[src/rtl/regfile_preloader.sv]
// Takes over the regfile write port to load registers FIRST_REG..LAST_REG from a valid/ready stream.
// Optional build macro PRELOAD_CHECKSUM_EN adds a wrapping sum of all accepted words.
module regfile_preloader #(
    parameter int FIRST_REG  = 1,
    parameter int LAST_REG   = 31,
    parameter int DATA_WIDTH = 32
) (
    input  logic                  clock,
    input  logic                  reset,
    input  logic                  start,
    input  logic                  abort,
    input  logic                  in_valid,
    input  logic [DATA_WIDTH-1:0] in_data,
    output logic                  in_ready,
    input  logic                  proc_we,
    input  logic [4:0]            proc_rd,
    input  logic [DATA_WIDTH-1:0] proc_data,
    output logic                  rf_we,
    output logic [4:0]            rf_rd,
    output logic [DATA_WIDTH-1:0] rf_data,
    output logic                  cpu_hold,
    output logic                  done,
    output logic [5:0]            words_loaded
`ifdef PRELOAD_CHECKSUM_EN
    ,
    output logic [DATA_WIDTH-1:0] checksum
`endif
);

    localparam logic [4:0] FIRST_IDX = 5'(FIRST_REG);
    localparam logic [4:0] LAST_IDX  = 5'(LAST_REG);

    typedef enum logic [1:0] {
        ST_IDLE = 2'd0,
        ST_LOAD = 2'd1,
        ST_DONE = 2'd2
    } state_t;

    state_t     state_q, state_d;
    logic [4:0] idx_q, idx_d;
    logic [5:0] words_q, words_d;
    logic       accept;

    always_ff @(posedge clock or posedge reset) begin
        if (reset) begin
            state_q <= ST_IDLE;
            idx_q   <= FIRST_IDX;
            words_q <= '0;
        end else begin
            state_q <= state_d;
            idx_q   <= idx_d;
            words_q <= words_d;
        end
    end

    always_comb begin
        state_d  = state_q;
        idx_d    = idx_q;
        words_d  = words_q;
        accept   = 1'b0;
        rf_we    = proc_we;
        rf_rd    = proc_rd;
        rf_data  = proc_data;
        cpu_hold = 1'b0;
        in_ready = 1'b0;
        done     = 1'b0;
        unique case (state_q)
            ST_IDLE: begin
                if (start) begin
                    state_d = ST_LOAD;
                    idx_d   = FIRST_IDX;
                    words_d = '0;
                end
            end
            ST_LOAD: begin
                cpu_hold = 1'b1;
                in_ready = 1'b1;
                rf_rd    = idx_q;
                rf_data  = in_data;
                // abort wins over a word offered in the same cycle; r0 words are consumed but never written
                accept   = in_valid && !abort;
                rf_we    = accept && (idx_q != 5'd0);
                if (abort) begin
                    state_d = ST_DONE;
                end else if (accept) begin
                    words_d = words_q + 6'd1;
                    if (idx_q == LAST_IDX) begin
                        state_d = ST_DONE;
                    end else begin
                        idx_d = idx_q + 5'd1;
                    end
                end
            end
            ST_DONE: begin
                cpu_hold = 1'b1;
                done     = 1'b1;
                rf_we    = 1'b0;
                state_d  = ST_IDLE;
            end
            default: begin
                state_d = ST_IDLE;
            end
        endcase
    end

    assign words_loaded = words_q;

`ifdef PRELOAD_CHECKSUM_EN
    logic [DATA_WIDTH-1:0] sum_q, sum_d;

    always_comb begin
        sum_d = sum_q;
        if (state_q == ST_IDLE && start) begin
            sum_d = '0;
        end else if (accept) begin
            sum_d = sum_q + in_data;
        end
    end

    always_ff @(posedge clock or posedge reset) begin
        if (reset) begin
            sum_q <= '0;
        end else begin
            sum_q <= sum_d;
        end
    end

    assign checksum = sum_q;
`endif

endmodule
[config.mk]
export PLATFORM = sky130hd
export DESIGN_NAME = regfile_preloader
export DESIGN_NICKNAME = d
export VERILOG_FILES = /design/src/rtl/regfile_preloader.sv
export SDC_FILE = /design/constraint.sdc
export NUM_CORES = 1
export LEC_CHECK = 0
export BUFFER_PORTS_ARGS = -buffer_cell sky130_fd_sc_hd__buf_4
export CORE_ASPECT_RATIO = 1.5
export CORE_MARGIN = 8
export CORE_UTILIZATION = 37
export DETAILED_ROUTE_END_ITERATION = 6
export PLACE_DENSITY_LB_ADDON = 0.05
export SLEW_MARGIN = 20
export SYNTH_ARGS = -nofsm -noshare
export SYNTH_HDL_FRONTEND = slang
export SYNTH_SLANG_ARGS = --single-unit
[constraint.sdc]
create_clock -name clock -period 2.93 [get_ports clock]
set_clock_uncertainty 0.1 [all_clocks]
set_input_delay 0.586 -clock clock [delete_from_list [all_inputs] [get_ports clock]]
set_output_delay 0.586 -clock clock [all_outputs]
set_load 0.02 [all_outputs]
==> flow_summary.ini <==
[sta]
rsz0062_at_grt = no
slew_viol_final = 0
period_needed_ns = 2.58
final-hold-violation-count = 0
fin_crit_sh_pct = 88.2
worstMarginPinSlew_ns = 0.523
setup_tns_ns = 0
slew_headroom_pct = 64.4
fmax_ghz = 0.387
timing.hold.ws_ns = 0.281
setup_viol = 0

[clock_tree]
clock_latency_ns = 0.24
cts.clk_slew.worst_paths_ns = 0.06
cts_buffer_depth = 2
cts_tree = done
cts_num_sinks = 13
cts_resized = 0
clockRootBuffer = clkbuf_8
cts_buffers = 3
cts_max_level = 1
cts_hold_buffers = 0
cts_setup_buffers = 0

[critical_path]
critPathMaxFanout = 15
arrival_ns = 1.90
path_class = flip-flop to output port
endpoint_kind = output port
cp-start-kind = flip-flop
cp.required_ns = 2.24

[logic_synthesis]
syn_nets = 210
syn_inst = 128
synth-seq-area-share_pct = 24.9
synth_warnings = 0
synth_cell_type_count = 34
syn_area_per_cell_sq_um = 10.2
syn-cell-area_sq_um = 1310
synth.area.top_cells = mux2_2 (33%), dfrtp_1 (23%), ha_1 (6.7%), mux2i_1 (5.3%), inv_1 (2.9%)
synth_top_area_share_pct = 32.7
synth.largest_area_cell = mux2_2
synth_seq_cells = 13

[flow_run]
cap_violations = 0

[floorplan]
fp-row-count = 26
ios = 122
initial_core_util_pct = 38.4
core_sq_um = 3420
fp.dieH_um = 88.9
die_area_sq_um = 5740
die_w_um = 64.6

[placed_design]
place_area_sq_um = 2270
gp_congestion = 0.828
place.port_buffers = 121
hpwl_mm = 4.05
dp_cells = 288

[final_layout]
final_nets = 333
finish.utilization_pct = 67.8
syn2layout_area_growth_pct = 76.8
nFillCells = 305
multi_input_area_sq_um = 910
final_area_sq_um = 2320
ff_latch_area_sq_um = 327
n_antenna_cell = 0
drive_gt1_share_pct = 70.0
finalNonFillerCells = 292

[drt]
avgRoutedWirePerCell_um = 15.6
routed_wl_mm = 4.56
vias_per_cell = 5.09
drc = 0
via_count = 1487
drt_first_pass_iters = 4
first_iter_violations = 35
final_antenna_net_count = 0

[global_routing]
antenna_found_initial = 0
grt_usage_pct = 14.9
grt_overflow = 0
grt_pass1_vias = 1589
grt_pass1_wl_mm = 7.04
grt_max_degree = 22

[power_and_ir_drop]
powerDensity_nw_per_um2 = 744
vdd_ir_drop_max_mv = 0.496
leakage_uw = 0.00116

[run_status]
status = finished clean

[worst_hold_path]
min_path_type = input port to asynchronous set/reset pin
## worst paths after layout
path | from | endpoint | slack (ns) | depth (start not counted)
min in group clock | state_q[1]$_DFFE_PP0P_ | state_q[1]$_DFFE_PP0P_ | 0.43 | 1
setup / recovery | state_q[1]$_DFFE_PP0P_ | rf_rd[3] | 0.35 | 5
max in group asynchronous | reset | idx_q[0]$_DFFE_PP1P_ | 2.09 | 2
hold / removal | reset | words_loaded[2]$_DFFE_PP0P_ | 0.28 | 2
hold reg to reg | state_q[1]$_DFFE_PP0P_ | state_q[1]$_DFFE_PP0P_ | 0.43 | 1
setup reg to reg | idx_q[1]$_DFFE_PP0P_ | idx_q[0]$_DFFE_PP1P_ | 0.77 | 6
## cell usage after synthesis (all sizes together)
| cell | n |
|---|---|
| a22o | 1 |
| a211oi | 4 |
| ha | 7 |
| mux2 | 39 |
| a2111oi | 1 |
| dfrtp | 12 |
| a21boi | 1 |
| nor2b | 2 |
| a21oi | 4 |
| inv | 10 |
| nand3b | 2 |
| and3 | 1 |
| buf | 6 |
| a2bb2oi | 1 |
| o22a | 1 |
| a21bo | 1 |
| or3b | 1 |
| mux2i | 8 |
| dfstp | 1 |
| nand3 | 3 |
| nand2b | 5 |
| a31oi | 1 |
| nand2 | 10 |
| o21ai | 1 |
| nor2 | 2 |
| a21o | 1 |
| nor4 | 1 |
| nand4 | 1 |
## cell type report
cell class                      count  area share [%]
Timing Repair Buffer              124            40.7
Multi-Input combinational cell     99            39.3
Sequential cell                    13            14.1
Tap cell                           42            2.27
Clock buffer                        3            1.78
Inverter                           10            1.62
Clock inverter                      1           0.216
## registers in the layout (all words and copies together), names as in the netlist
signal	cells
state_q	2
idx_q	5
words_loaded	6
## stage by stage
step	worst slack, ns	power [uW]
after global placement	0.580	1580
after floorplan	0.578	1110
after global routing	0.249	1840
after detailed placement	0.592	1590
final	0.346	1720
after CTS	0.319	1750
## cell families after synthesis
kind of cell             after synthesis  share of synthesized area, %
multiplexers                          47                          40.2
AND/OR/NAND/NOR                       28                          11.4
AO/OA/AOI/OAI                         17                          11.0
buffers and inverters                 16                          5.83
flip-flops                            13                          24.9
adder cells (fa/ha/maj)                7                          6.69
## metal layers
metal | global-route usage (%) | vias up | wire (um)
li1 | - | 709 | -
met1 | 14.0 | 681 | 1700
met2 | 28.1 | 94 | 2200
met3 | 8.49 | 3 | 636
met4 | 1.79 | 0 | 21
met5 | 0 | - | 0
## cells in the final DEF (no fill, tap or decap)
master	count
a2111oi_2	1
a211oi_1	3
a211oi_2	1
a21bo_2	1
a21boi_0	1
a21o_1	1
a21oi_1	3
a21oi_4	1
a22o_1	1
a2bb2oi_1	1
a31oi_1	1
and3_1	1
buf_12	1
buf_4	123
clkbuf_8	3
clkinv_2	1
dfrtp_1	12
dfstp_2	1
ha_1	6
ha_2	1
inv_1	10
mux2_2	38
mux2_4	1
mux2i_1	7
mux2i_2	1
nand2_1	10
nand2b_1	5
nand3_1	3
nand3b_1	2
nand4_1	1
nor2_1	2
nor2b_1	2
nor4_1	1
o21ai_0	1
o22a_1	1
or3b_4	1
## power breakdown
group | leakage [uW] | internal, uW | total (uW) | switching [uW]
registers | 0.000173 | 225 | 270 | 45.6
clock network | 0.0000255 | 93.9 | 158 | 64.6
logic | 0.000965 | 646 | 1290 | 648
## critical path, cell delays in order, from the launching register on
cell	delay, ns
dfrtp_1	0.39
inv_1	0.08
ha_2	0.40
buf_4	0.26
mux2_2	0.35
buf_4	0.16
Note: power is estimated with default switching activity, not from simulation.
